### src/rtl/multdiv_ctrl_if.sv
// Handshake bundle between the execute stage, the multdiv sequencer and the
// shared multicycle multiplier/divider.
interface multdiv_ctrl_if;
    logic [4:0]  op_x;
    logic [4:0]  aluop_x;
    logic [31:0] rega_x;
    logic [31:0] regb_x;
    logic        md_ready;
    logic [31:0] md_result;
    logic        md_exception;
    logic        stall;
    logic        bubble_xm;
    logic        md_ctrl_mult;
    logic        md_ctrl_div;
    logic [31:0] md_operand_a;
    logic [31:0] md_operand_b;
    logic        result_valid;
    logic [31:0] result;
    logic        result_exception;
    logic        busy;

    modport master (
        output op_x, aluop_x, rega_x, regb_x, md_ready, md_result, md_exception,
        input  stall, bubble_xm, md_ctrl_mult, md_ctrl_div, md_operand_a, md_operand_b,
               result_valid, result, result_exception, busy
    );

    modport slave (
        input  op_x, aluop_x, rega_x, regb_x, md_ready, md_result, md_exception,
        output stall, bubble_xm, md_ctrl_mult, md_ctrl_div, md_operand_a, md_operand_b,
               result_valid, result, result_exception, busy
    );
endinterface

### src/rtl/multdiv_ctrl.sv
// Sequencer that freezes the pipeline around a mult/div, drives the shared
// multdiv unit and injects its result (or a timeout exception) into X/M.
module multdiv_ctrl #(
    parameter int unsigned TIMEOUT = 64
) (
    input logic          clock,
    input logic          reset,
    multdiv_ctrl_if.slave bus
);
    localparam logic [4:0] OP_RTYPE = 5'b00000;
    localparam logic [4:0] ALU_MULT = 5'b00110;
    localparam logic [4:0] ALU_DIV  = 5'b00111;
    localparam logic [6:0] CNT_LAST = 7'(TIMEOUT - 1);

    typedef enum logic [1:0] {IDLE, ISSUE, WAIT, DONE} state_t;

    state_t      state;
    logic [6:0]  cnt;
    logic        stall_hold;
    logic        req;
    logic        req_div;

    assign req_div = (bus.aluop_x == ALU_DIV);
    assign req     = (bus.op_x == OP_RTYPE) && ((bus.aluop_x == ALU_MULT) || req_div);

    // The IDLE request must freeze the front end in the same cycle it is decoded;
    // the reset term keeps that combinational path quiet while reset is held.
    assign bus.stall     = reset && (stall_hold || ((state == IDLE) && req));
    assign bus.bubble_xm = bus.stall;

    always_ff @(posedge clock or negedge reset) begin
        if (!reset) begin
            state                <= IDLE;
            cnt                  <= '0;
            stall_hold           <= 1'b0;
            bus.busy             <= 1'b0;
            bus.md_ctrl_mult     <= 1'b0;
            bus.md_ctrl_div      <= 1'b0;
            bus.md_operand_a     <= '0;
            bus.md_operand_b     <= '0;
            bus.result_valid     <= 1'b0;
            bus.result           <= '0;
            bus.result_exception <= 1'b0;
        end else begin
            bus.md_ctrl_mult <= 1'b0;
            bus.md_ctrl_div  <= 1'b0;
            bus.result_valid <= 1'b0;
            case (state)
                IDLE: begin
                    if (req) begin
                        bus.md_operand_a <= bus.rega_x;
                        bus.md_operand_b <= bus.regb_x;
                        bus.md_ctrl_mult <= !req_div;
                        bus.md_ctrl_div  <= req_div;
                        stall_hold       <= 1'b1;
                        bus.busy         <= 1'b1;
                        state            <= ISSUE;
                    end
                end
                ISSUE: begin
                    cnt   <= '0;
                    state <= WAIT;
                end
                WAIT: begin
                    if (bus.md_ready) begin
                        bus.result           <= bus.md_result;
                        bus.result_exception <= bus.md_exception;
                        bus.result_valid     <= 1'b1;
                        stall_hold           <= 1'b0;
                        state                <= DONE;
                    end else if (cnt == CNT_LAST) begin
                        bus.result           <= '0;
                        bus.result_exception <= 1'b1;
                        bus.result_valid     <= 1'b1;
                        stall_hold           <= 1'b0;
                        state                <= DONE;
                    end else begin
                        cnt <= cnt + 7'd1;
                    end
                end
                DONE: begin
                    // The instruction still in D/X is the one just completed, so req is ignored.
                    bus.busy             <= 1'b0;
                    bus.md_operand_a     <= '0;
                    bus.md_operand_b     <= '0;
                    bus.result           <= '0;
                    bus.result_exception <= 1'b0;
                    state                <= IDLE;
                end
                default: state <= IDLE;
            endcase
        end
    end
endmodule

### src/flat_wrapper.sv
// flat-port wrapper written by rule: the top's interface ports become plain ports
module multdiv_ctrl_flat 
#(
    parameter int unsigned TIMEOUT = 64
)
  (clock, reset, bus_op_x, bus_aluop_x, bus_rega_x, bus_regb_x, bus_md_ready, bus_md_result, bus_md_exception, bus_stall, bus_bubble_xm, bus_md_ctrl_mult, bus_md_ctrl_div, bus_md_operand_a, bus_md_operand_b, bus_result_valid, bus_result, bus_result_exception, bus_busy);
  multdiv_ctrl_if bus_i ();
  input logic clock;
  input logic reset;
  input wire logic [$bits(bus_i.op_x)-1:0] bus_op_x;
  input wire logic [$bits(bus_i.aluop_x)-1:0] bus_aluop_x;
  input wire logic [$bits(bus_i.rega_x)-1:0] bus_rega_x;
  input wire logic [$bits(bus_i.regb_x)-1:0] bus_regb_x;
  input wire logic [$bits(bus_i.md_ready)-1:0] bus_md_ready;
  input wire logic [$bits(bus_i.md_result)-1:0] bus_md_result;
  input wire logic [$bits(bus_i.md_exception)-1:0] bus_md_exception;
  output wire logic [$bits(bus_i.stall)-1:0] bus_stall;
  output wire logic [$bits(bus_i.bubble_xm)-1:0] bus_bubble_xm;
  output wire logic [$bits(bus_i.md_ctrl_mult)-1:0] bus_md_ctrl_mult;
  output wire logic [$bits(bus_i.md_ctrl_div)-1:0] bus_md_ctrl_div;
  output wire logic [$bits(bus_i.md_operand_a)-1:0] bus_md_operand_a;
  output wire logic [$bits(bus_i.md_operand_b)-1:0] bus_md_operand_b;
  output wire logic [$bits(bus_i.result_valid)-1:0] bus_result_valid;
  output wire logic [$bits(bus_i.result)-1:0] bus_result;
  output wire logic [$bits(bus_i.result_exception)-1:0] bus_result_exception;
  output wire logic [$bits(bus_i.busy)-1:0] bus_busy;
  assign bus_i.op_x = bus_op_x;
  assign bus_i.aluop_x = bus_aluop_x;
  assign bus_i.rega_x = bus_rega_x;
  assign bus_i.regb_x = bus_regb_x;
  assign bus_i.md_ready = bus_md_ready;
  assign bus_i.md_result = bus_md_result;
  assign bus_i.md_exception = bus_md_exception;
  assign bus_stall = bus_i.stall;
  assign bus_bubble_xm = bus_i.bubble_xm;
  assign bus_md_ctrl_mult = bus_i.md_ctrl_mult;
  assign bus_md_ctrl_div = bus_i.md_ctrl_div;
  assign bus_md_operand_a = bus_i.md_operand_a;
  assign bus_md_operand_b = bus_i.md_operand_b;
  assign bus_result_valid = bus_i.result_valid;
  assign bus_result = bus_i.result;
  assign bus_result_exception = bus_i.result_exception;
  assign bus_busy = bus_i.busy;
  multdiv_ctrl #(.TIMEOUT(TIMEOUT)) u_core (.clock(clock), .reset(reset), .bus(bus_i));
endmodule
### config.mk
export PLATFORM = sky130hd
export DESIGN_NAME = multdiv_ctrl_flat
export DESIGN_NICKNAME = d
export VERILOG_FILES = /design/src/rtl/multdiv_ctrl_if.sv /design/src/rtl/multdiv_ctrl.sv /design/src/flat_wrapper.sv
export SDC_FILE = /design/constraint.sdc
export NUM_CORES = 1
export LEC_CHECK = 0
export BUFFER_PORTS_ARGS = -buffer_cell sky130_fd_sc_hd__buf_4
export CAP_MARGIN = 20
export CORE_MARGIN = 10
export CORE_UTILIZATION = 35
export DETAILED_ROUTE_END_ITERATION = 12
export GPL_ROUTABILITY_DRIVEN = 0
export PLACE_DENSITY_LB_ADDON = 0.08
export RECOVER_POWER = 25
export SKIP_CTS_REPAIR_TIMING = 1
export SLEW_MARGIN = 20
export SYNTH_ARGS = -nofsm -noshare
export SYNTH_HDL_FRONTEND = slang
export SYNTH_SLANG_ARGS = --single-unit
export TNS_END_PERCENT = 1
### constraint.sdc
create_clock -name clock -period 3.9 [get_ports clock]
set_input_delay 0 -clock clock [delete_from_list [all_inputs] [get_ports clock]]
set_output_delay 0 -clock clock [all_outputs]
set_load 0.02 [all_outputs]
==> impl_results.md, run 1 <==
* Fillers at 1149
* Number of cell rows at 41
* CTS tree: built
* Status: finished with violations
* Starting Density at 0.357
* Routed via count at 4089
* Max cap viols at 0
* Crit Path Max Fanout at 65
* Layout cells sized above 1 at 0.235
* Syn avg cell area at 12.3 sq um
* Routed vias/inst at 4.84
* Pre-antenna DRT Iters at 4
* Chip width at 133 um
* Failing checks: hold timing
* Final setup fails at 0
* Prevailing post-synth register cell: dfrtp_1
* CTS buffer count at 9
* First-pass GRT wire length at 22400 um
* Leak at 3.41 nW
* DR WL/cell at 18.6 um
* Critical path's most frequent cell: inv_1
* Vias in the first global route at 3953
* Largest net degree at the start of global routing at 72
* EDFF count, synth at 0
* Worst-margin pin slew at 1.02 ns
* Post-Syn Area at 0.00451 sq mm
* Yosys top cell area share at 0.616
* Power Dens Cells at 514 mW/mm^2
* CP max stage cell: or4_4
* Area growth syn-to-layout at 60.1%
* Critical path's top delay family: buffers and inverters
* DP Worst Slack at 1.22 ns
* Die Area at 0.0178 sq mm
* Hold Crit Class: input pin to flip-flop
* VDD IR max at 0.374 mV
* Final Cycle Share at 0.617
* Startpoint types: flip-flop
* Worst path bufs/invs at 3
* Reg2reg setup slack at 1.49 ns
* Syn Nets at 482
* Async set-reset flop share out of synthesis at 1.00
* Io pins at 213
* Worst Setup Path Type: flip-flop to flip-flop
* Total negative slack at 0 ns
* Num Clock Sinks at 111
* FF+latch count, synth at 111
* Critical Path End Type: flip-flop
* Clock Skews at 0.00749 ns
* Top post-synthesis cells by count: 111 x dfrtp_1, 64 x a22o_1, 36 x inv_1
* Min cycle time layout at 2.41 ns
* CP required at 4.17 ns
* Synth Instances at 366
* CP Cell Sequence: inv_1, ha_1, inv_1, or4_4, nor2_4, buf_4, a22o_1
* Die height at 133 um
* Final Max Tran Viols at 0
* Achievable Freq at 416 MHz
* Post-synth top area cell: dfrtp_1
* H-tree levels at 3
* # DRC at 0
* Fin Hold WS at -0.00444 ns
* GRT Total Usage at 0.156
* Placeable Area at 0.0126 sq mm
* Synth top area cells: dfrtp_1 62%, a22o_1 12%, nand4b_1 6.2%
* DR iter-0 viols at 191
* Slowest stage delay, CP at 0.57 ns
* Worst-path clk slew at 0.07 ns
* Unrepaired setup endpoints after global routing: no
* Initial antenna violation count at 0
* Most frequent cell after synthesis: dfrtp_1
* Slew margin rel. at 0.316
* Wirelength, routed at 15700 um
* Final Util at 0.572
* Nets at 782
* Routed Antenna Nets at 0
* Cell variety after synth at 35
* Clock Path Buffers at 2
* GRT overflow at 0
* Synth warn at 0
* Root buffer cell: clkbuf_16
* DP Wirelength at 10400 um
* Worst Path Arrival at 2.68 ns
* Slack of the critical path at 1.49 ns
* Tot Pwr at 3.71 mW
* Port-buffer cells at 212
* Sequential fraction of the synthesis area at 0.616
* Worst-skew pair later-pin latency at 0.35 ns
* Fin. Hold Viols at 1
-- placed cells by master, fill, tap and decap left out, types with 2 or more instances in the layout --
cell type	instances
o31ai_1	4
a21oi_1	7
nand4_1	2
nand4b_1	32
ha_1	6
nor2_1	3
inv_1	36
clkbuf_8	2
o21ai_0	33
mux2i_1	3
clkbuf_16	9
a22o_1	64
dfrtp_1	111
clkbuf_1	84
or4_4	2
dlygate4sd3_1	99
nand3_1	3
buf_4	137
nand2_1	12
-- registers in the layout, summed over array words and instances, names as in the netlist --
signal / flops
u_core.bus.result_valid: 1
u_core.bus.result: 32
u_core.state: 2
u_core.bus.md_ctrl_div: 1
u_core.bus.result_exception: 1
u_core.bus.md_ctrl_mult: 1
u_core.bus.md_operand_a: 32
u_core.cnt: 7
u_core.bus.md_operand_b: 32
u_core.bus.busy: 1
u_core.stall_hold: 1
-- worst min-delay path, cell delays in order --
cell	delay (ns)
buf_4	0.08
nor4bb_1	0.06
and3_1	0.16
-- final timing paths --
| path | startpoint | end | depth (start not counted) |
|---|---|---|---|
| setup / recovery | u_core.state[0] | u_core.bus.md_operand_a[11] | 7 |
| hold / removal | bus_aluop_x[3] | u_core.bus.md_ctrl_div | 3 |
| setup reg to reg | u_core.state[0] | u_core.bus.md_operand_a[11] | 7 |
| hold reg to reg | u_core.bus.busy | u_core.bus.busy | 1 |
| max in group asynchronous | reset | u_core.bus.result[7] | 3 |
| min in group asynchronous | reset | u_core.bus.md_operand_a[6] | 2 |
-- through the flow --
step	std cells	hold WS (ns)	area, sq um
after floorplan	366	-0.296	4510
after global placement	727	0.177	6210
after detailed placement	727	0.183	6210
after CTS	743	-0.189	6510
after global routing	843	-0.000174	7210
final	844	-0.00444	7210
-- area by class of cell --
type	count	area, sq um	share of cell area
antenna	1	2.50	0.000347
clock buffer	14	264	0.0366
clock inverter	2	38.8	0.00538
inverter	36	135	0.0187
multi-input combinational	190	1450	0.200
sequential	111	2780	0.385
tap	172	215	0.0298
timing repair buffer	318	2330	0.324
-- cells by family after synthesis --
group,synth area share
AO/OA/AOI/OAI,0.189
multiplexers,0.00666
adder cells (fa/ha/maj),0.0167
buffers and inverters,0.0669
flip-flops,0.616
AND/OR/NAND/NOR,0.104
-- where the power goes --
| group | internal, mW | switching [mW] | total, mW |
|---|---|---|---|
| logic | 0.476 | 0.826 | 1.30 |
| clock network | 0.536 | 0.399 | 0.935 |
| registers | 1.35 | 0.124 | 1.47 |
| total | 2.36 | 1.35 | 3.71 |
-- routing by layer --
layer | global-route usage | wire [um]
met4 | 0.0562 | 238
met1 | 0.190 | 6530
met2 | 0.259 | 8110
met5 | 0 | 0
met3 | 0.0444 | 772
Note: power is estimated with default switching activity, not from simulation.
==> run 2: changes to the inputs <==
Settings changed: ABC_AREA set to 1.
Clock period 3.9 ns to 1.95 ns, I/O delays scaled along.
==> run 2 against run 1 <==
The flow still finishes with violations (hold timing). Routed wire length decreased by 0.22%. Non-clock buffer count increased by 6. Sequential power increased by 90%. Synthesized cell count increased by 43%. Clock power increased by 120%. First-iteration DRC count increased by 4.2%. Clock-buffer cell count decreased by 3. Cell area increased by 8.1%. Register-to-register slack got worse by 1.2 ns. Critical path type is now flip-flop to primary output.
==> impl_results.md, run 2 <==
* Cell variety after synth at 26 (was 35)
* Number of cell rows at 42 (was 41)
* Min cycle time layout at 1.80 ns
* Commonest non-fill, non-tap cell in the layout: buf_4 (unchanged)
* Fin. Hold Viols at 2 (was 1)
* Combinational power share at 0.334 (was 0.351)
* R2r worst-path depth at 9 (was 7)
* Worst Path Arrival at 1.80 ns (was 2.68 ns)
* Post-Syn Area at 0.00469 sq mm (was 0.00451 sq mm)
* GRT overflow at 0 (unchanged)
* Synth Instances at 523 (was 366)
* Routed vias/inst at 4.52 (was 4.84)
* Status: finished with violations (unchanged)
* Reg power frac at 0.382 (was 0.397)
* DR WL/cell at 15.5 um (was 18.6 um)
* Worst-path clk slew at 0.07 ns (about the same)
* Routed Antenna Nets at 0 (unchanged)
* Post-synth top area cell: dfrtp_1 (unchanged)
* Sequential fraction of the synthesis area at 0.592 (was 0.616)
* Achievable Freq at 556 MHz
* Post-Synth XOR/XNOR Area at 0 (unchanged)
* Startpoint types: flip-flop (unchanged)
* Critical Path End Type: primary output (was flip-flop)
* Largest regs: u_core.bus.md_operand_a x32, u_core.bus.md_operand_b x32, u_core.bus.result x32 (unchanged)
* Initial antenna violation count at 1 (was 0)
* Final Cycle Share at 0.923
* Unrepaired setup endpoints after global routing: no (unchanged)
* VDD IR max at 0.558 mV (was 0.374 mV)
* Synth warn at 0 (unchanged)
* Highest-count cells in the layout ignoring fill and taps: 217 x buf_4, 216 x nand2_1, 111 x dfrtp_1 (was 137 x buf_4, 111 x dfrtp_1, 99 x dlygate4sd3_1)
* Compound-gate portion of the synthesized area at 0.0528 (was 0.189)
* Top post-synthesis cells by count: 217 x nand2_1, 111 x dfrtp_1, 75 x nand3_1 (was 111 x dfrtp_1, 64 x a22o_1, 36 x inv_1)
* Async set-reset flop share out of synthesis at 1.00 (unchanged)
* Syn Nets at 639 (was 482)
* Slew margin rel. at 0.0622 (was 0.316)
* Crit Path Max Fanout at 39 (was 65)
* Starting Density at 0.356 (was 0.357)
* NetSw at 2.46 mW (was 1.35 mW)
* Synth top area cells: dfrtp_1 59%, nand2_1 17%, nand3_1 8.0% (was dfrtp_1 62%, a22o_1 12%, nand4b_1 6.2%)
* Reg2reg setup slack at 0.25 ns (was 1.49 ns)
* GRT Total Usage at 0.149 (was 0.156)
* Worst Min Path Start: bus_md_ready (was bus_aluop_x[3])
* FF+latch count, synth at 111 (unchanged)
* Failing checks: hold timing (unchanged)
* Worst R2R End: u_core.bus.result[21] (was u_core.bus.md_operand_a[11])
* Placeable Area at 0.0132 sq mm (was 0.0126 sq mm)
* Crit Reg-Reg Startpoint: u_core.state[0] (unchanged)
* Clock Path Buffers at 2 (unchanged)
* Root buffer cell: clkbuf_16 (unchanged)
* FF/Latch Area at 0.00278 sq mm (unchanged)
* CTS tree: built (unchanged)
* Post-Place Cell Area at 0.00645 sq mm (was 0.00621 sq mm)
* Power Dens Cells at 940 mW/mm^2 (was 514 mW/mm^2)
* Nets at 943 (was 782)
* Worst-skew pair later-pin latency at 0.34 ns (was 0.35 ns)
* Layout cells sized above 1 at 0.302 (was 0.235)
* Worst Setup Path Type: flip-flop to primary output (was flip-flop to flip-flop)
* Largest net degree at the start of global routing at 112 (was 72)
* Worst-margin pin slew at 1.41 ns (was 1.02 ns)
* Leak at 4.17 nW (was 3.41 nW)
* CP required at 1.95 ns (was 4.17 ns)
* Vias in the first global route at 4204 (was 3953)
* Area growth syn-to-layout at 66.2% (was 60.1%)
* Switching Share at 0.336 (was 0.364)
* Max cap viols at 0 (unchanged)
* Io pins at 213 (unchanged)
* H-tree levels at 3 (unchanged)
* EDFF count, synth at 0 (unchanged)
* First-pass GRT wire length at 21900 um (was 22400 um)
* CTS buffer count at 9 (unchanged)
* Chip width at 136 um (was 133 um)
* DP Wirelength at 10500 um (was 10400 um)
* Multi-input gate area at 0.00167 sq mm (was 0.00145 sq mm)
* Cell Int Power at 4.87 mW (was 2.36 mW)
* Synth Area in Adders at 0.0160 (was 0.0167)
* Clock Skews at 0.00771 ns (was 0.00749 ns)
* Most frequent cell after synthesis: nand2_1 (was dfrtp_1)
* Final setup fails at 0 (unchanged)
* Syn avg cell area at 8.97 sq um (was 12.3 sq um)
* DR iter-0 viols at 199 (was 191)
* Prevailing post-synth register cell: dfrtp_1 (unchanged)
* Die height at 136 um (was 133 um)
* Yosys top cell area share at 0.592 (was 0.616)
* Die Area at 0.0184 sq mm (was 0.0178 sq mm)
* Multiplexer share of the synthesized area at 0 (was 0.00666)
* Wirelength, routed at 15600 um (was 15700 um)
* Port-buffer cells at 212 (unchanged)
* Clock power share at 0.284 (was 0.252)
* Routed via count at 4562 (was 4089)
* # DRC at 0 (unchanged)
* Post-synthesis simple-gate area fraction at 0.283 (was 0.104)
* Fillers at 1113 (was 1149)
* Total negative slack at 0 ns (unchanged)
* Num Clock Sinks at 111 (unchanged)
* Fin Hold WS at -0.0264 ns (was -0.00444 ns)
* Design Area, Final at 0.00780 sq mm (was 0.00721 sq mm)
* Hold EP: u_core.cnt[1] (was u_core.bus.md_ctrl_div)
* Pre-antenna DRT Iters at 4 (unchanged)
* Hold path cells at 4 (was 3)
* Largest family of logic cells by synthesized area: simple AND/OR/NAND/NOR gates (was compound AO/OA/AOI/OAI gates)
* Final Max Tran Viols at 0 (unchanged)
* Hold Crit Class: input pin to flip-flop (unchanged)
[run 2: cell types whose count changed in the layout (fill, tap and decap cells not counted), moves of 21 or more]
cell / before / now
nand3_1: 3 / 75
a22o_1: 64 / 0
inv_1: 36 / 15
clkbuf_1: 84 / 3
nand4b_1: 32 / 0
buf_4: 137 / 217
nand2_1: 12 / 216
[run 2: kinds of logic (layout without fill, tap and decap cells)]
kind of cell	Yosys count	after routing
adders and majority gates	6	6
AOI/OAI and AO/OA	47	47
other	0	2
and+or+nand+nor	313	313
buffers and inverters	46	355
DFF	111	111
[run 2: how the worst max path moves through the flow]
stage                    startpoint                     to  slack [ns]  cells past startpoint
finish              u_core.state[1]              bus_stall        0.15                      6
global route        u_core.state[1]              bus_stall        0.04                      6
CTS                 u_core.state[0]              bus_stall       -0.02                      6
detailed placement  u_core.state[0]  u_core.bus.result[16]        0.25                      8
global placement    u_core.state[0]  u_core.bus.result[17]        0.34                      8
floorplan           u_core.state[0]              bus_stall        0.11                      6
[run 2: power groups by stage]
stage	Sequential (mW)	Clock (mW)	Combinational (mW)
floorplan	3.12	0	1.11
CTS	2.80	2.16	2.30
detailed placement	2.83	0	2.31
global placement	2.84	0	2.26
global route	2.84	2.24	2.70
finish	2.80	2.08	2.45
[run 2: area by class of cell]
type | count | area share
clock inverters | 5 | 0.0136
well taps | 176 | 0.0282
flip-flops and latches | 111 | 0.356
inverters | 15 | 0.00722
repair buffers | 324 | 0.351
clock buffers | 11 | 0.0298
multi-input cells | 366 | 0.214
diodes | 2 | 0.000642
[run 2: per-stage QoR]
stage,utilization,worst slack [ns],total power [mW],cells
after floorplan,-,0.113,4.23,523
after global placement,0.489,0.344,5.09,890
after detailed placement,0.489,0.254,5.14,890
after CTS,0.514,-0.0196,7.27,906
after global routing,0.591,0.0389,7.78,1009
final,0.591,0.150,7.33,1010
[run 2: per-layer routing]
layer / vias to the layer above / wire (um) / global-route usage
li1: 2282 / - / -
met1: 2104 / 6770 / 0.189
met2: 163 / 7280 / 0.219
met3: 13 / 1410 / 0.0657
met4: 0 / 166 / 0.0532
met5: - / 0 / 0
[run 2: critical path: stages (launching register included)]
cell	delay [ns]
dfrtp_1	0.42
inv_1	0.12
ha_1	0.22
nand2_2	0.14
buf_12	0.20
a21boi_2	0.17
buf_4	0.17
==> run 3: changes to the inputs <==
Settings changed: CORE_MARGIN 10 to unset.
==> run 3 against run 2 <==
The run now ends clean. Clock power shrank 15%. Highest routed layer unchanged. First-iteration DRC count grew 15%. Sequential cell count is the same. Clock skew down 0.0027 ns. Clock-buffer cell count is the same. Utilization grew 1.0 points. Critical path depth is 1 lower. Global-route usage grew 3.5 points.
==> impl_results.md, run 3 (synthesis results as in run 2) <==
* Clock Skews at 0.00501 ns (was 0.00771 ns)
* Max cap viols at 0 (unchanged)
* Num Clock Sinks at 111 (unchanged)
* CTS buffer count at 9 (unchanged)
* Final Max Tran Viols at 0 (unchanged)
* Root buffer cell: clkbuf_16 (unchanged)
* Hold Crit Class: input pin to flip-flop (unchanged)
* Hold EP: u_core.bus.md_ctrl_mult (was u_core.cnt[1])
* Slew margin rel. at 0.0439 (was 0.0622)
* Slowest stage delay, CP at 0.41 ns (was 0.42 ns)
* Fin Hold WS at 0.0233 ns (was -0.0264 ns)
* Initial antenna violation count at 0 (was 1)
* VDD IR max at 0.704 mV (was 0.558 mV)
* Placeable Area at 0.0128 sq mm (was 0.0132 sq mm)
* DP Wirelength at 8860 um (was 10500 um)
* Worst Setup Path Type: flip-flop to primary output (unchanged)
* Crit Reg-Reg Startpoint: u_core.state[0] (unchanged)
* Combinational power share at 0.345 (was 0.334)
* Highest-count cells in the layout ignoring fill and taps: 219 x buf_4, 216 x nand2_1, 111 x dfrtp_1 (was 217 x buf_4, 216 x nand2_1, 111 x dfrtp_1)
* Commonest non-fill, non-tap cell in the layout: buf_4 (unchanged)
* Min cycle time layout at 1.79 ns (was 1.80 ns)
* Worst Min Path Start: bus_aluop_x[1] (was bus_md_ready)
* Crit Path Max Fanout at 4 (was 39)
* Largest net degree at the start of global routing at 112 (unchanged)
* DR WL/cell at 13.8 um (was 15.5 um)
* Routed vias/inst at 4.59 (was 4.52)
* Routed Antenna Nets at 0 (unchanged)
* Design Area, Final at 0.00771 sq mm (was 0.00780 sq mm)
* CP max stage cell: dfrtp_1 (unchanged)
* GRT Total Usage at 0.183 (was 0.149)
* CP Cell Sequence: inv_1, ha_1, nand2_2, a21boi_0, buf_4 (was inv_1, ha_1, nand2_2, buf_12, a21boi_2, buf_4)
* DP Worst Slack at 0.264 ns (was 0.254 ns)
* Wirelength, routed at 13900 um (was 15600 um)
* Post-Layout Cell Count at 1004 (was 1010)
* Largest regs: u_core.bus.md_operand_a x32, u_core.bus.md_operand_b x32, u_core.bus.result x32 (unchanged)
* Status: completed (was finished with violations)
* Total negative slack at 0 ns (unchanged)
* Tot Pwr at 6.98 mW (was 7.33 mW)
* Final Util at 0.602 (was 0.591)
* Nets at 944 (was 943)
* Worst-skew pair later-pin latency at 0.34 ns (about the same)
* Pre-antenna DRT Iters at 4 (unchanged)
* First-pass GRT wire length at 20400 um (was 21900 um)
* Fin. Hold Viols at 0 (was 2)
* Clock power share at 0.254 (was 0.284)
* CP required at 1.95 ns (about the same)
* Worst-path clk slew at 0.07 ns (about the same)
* Worst Path Arrival at 1.79 ns (was 1.80 ns)
* GRT overflow at 0 (unchanged)
* Reg power frac at 0.401 (was 0.382)
* Starting Density at 0.366 (was 0.356)
* Chip width at 118 um (was 136 um)
* Reg2reg setup slack at 0.30 ns (was 0.25 ns)
* R2r worst-path depth at 9 (unchanged)
* Fillers at 1093 (was 1113)
* Dpl cells at 886 (was 890)
* Critical path's top delay family: flip-flops (was buffers and inverters)
* CTS tree: built (unchanged)
* Port-buffer cells at 212 (unchanged)
* Power Dens Cells at 905 mW/mm^2 (was 940 mW/mm^2)
* Layout cells sized above 1 at 0.300 (was 0.302)
* Final setup fails at 0 (unchanged)
* Routed via count at 4604 (was 4562)
* Number of cell rows at 41 (was 42)
* Cell Int Power at 4.57 mW (was 4.87 mW)
* Worst R2R End: u_core.bus.result[20] (was u_core.bus.result[21])
* Critical Path End Type: primary output (unchanged)
* Final Cycle Share at 0.919 (was 0.923)
* Leak at 4.14 nW (was 4.17 nW)
* Hold path cells at 4 (unchanged)
* Worst path bufs/invs at 2 (was 3)
* DR iter-0 viols at 228 (was 199)
* Switching Share at 0.345 (was 0.336)
* Slack of the critical path at 0.158 ns (was 0.150 ns)
* Worst-margin pin slew at 1.43 ns (was 1.41 ns)
* Area growth syn-to-layout at 64.4% (was 66.2%)
* NetSw at 2.41 mW (was 2.46 mW)
* Clock Path Buffers at 2 (unchanged)
* N_diodes at 0 (was 2)
* H-tree levels at 3 (unchanged)
* Io pins at 213 (unchanged)
* Post-Place Cell Area at 0.00642 sq mm (was 0.00645 sq mm)
* Unrepaired setup endpoints after global routing: no (unchanged)
* # DRC at 0 (unchanged)
* Startpoint types: flip-flop (unchanged)
* Vias in the first global route at 4028 (was 4204)
* Die height at 118 um (was 136 um)
* Die Area at 0.0139 sq mm (was 0.0184 sq mm)
* Achievable Freq at 558 MHz (was 556 MHz)
-- run 3: cell count changes in the layout (fill, tap and decap cells not counted) --
cell	delta
diode_2	-2
a21boi_2	-1
clkinv_2	+2
dlygate4sd3_1	+1
clkinv_4	-1
buf_12	-2
a21boi_0	+1
clkbuf_1	-1
buf_4	+2
clkbuf_4	+1
bufinv_16	-2
-- run 3: cell type report --
cell class	count	area (sq um)	area share
Inverter	15	56.3	0.00730
Timing Repair Buffer	325	2720	0.353
Tap cell	172	215	0.0279
Sequential cell	111	2780	0.360
Clock buffer	11	233	0.0302
Clock inverter	4	47.5	0.00616
Multi-Input combinational cell	366	1660	0.216
-- run 3: power by group through the flow --
stage / registers, mW / clock network (mW) / logic, mW
2_1_floorplan: 3.12 / 0 / 1.11
5_1_grt: 2.83 / 1.93 / 2.67
6_report: 2.80 / 1.77 / 2.41
4_1_cts: 2.80 / 1.84 / 2.28
3_3_place_gp: 2.84 / 0 / 2.21
3_5_place_dp: 2.83 / 0 / 2.27
-- run 3: how the worst max path moves through the flow --
| stage | to | start | slack, ns | depth (start not counted) |
|---|---|---|---|---|
| after floorplan | bus_stall | u_core.state[0] | 0.11 | 6 |
| after global placement | u_core.bus.busy | u_core.state[1] | 0.32 | 5 |
| after detailed placement | u_core.bus.result[7] | u_core.state[0] | 0.26 | 5 |
| after CTS | bus_bubble_xm | u_core.state[0] | 0.14 | 5 |
| after global routing | bus_bubble_xm | u_core.state[1] | 0.002 | 5 |
| final | bus_bubble_xm | u_core.state[0] | 0.16 | 5 |
-- run 3: worst reg2reg max path, cell delays in order (launching register included) --
cell and delay, ns:
dfrtp_1 0.41, inv_1 0.12, ha_1 0.18, inv_1 0.09
nor2_4 0.13, nand2_4 0.10, o21ai_4 0.08, buf_12 0.26
nand2_1 0.09, o21ai_1 0.11
-- run 3: layer usage --
| layer | global-route usage | vias to the layer above | share of wire |
|---|---|---|---|
| li1 | - | 2274 | - |
| met1 | 0.236 | 2152 | 0.44 |
| met2 | 0.294 | 163 | 0.49 |
| met3 | 0.0484 | 15 | 0.058 |
| met4 | 0.0697 | 0 | 0.016 |
| met5 | 0 | - | 0 |
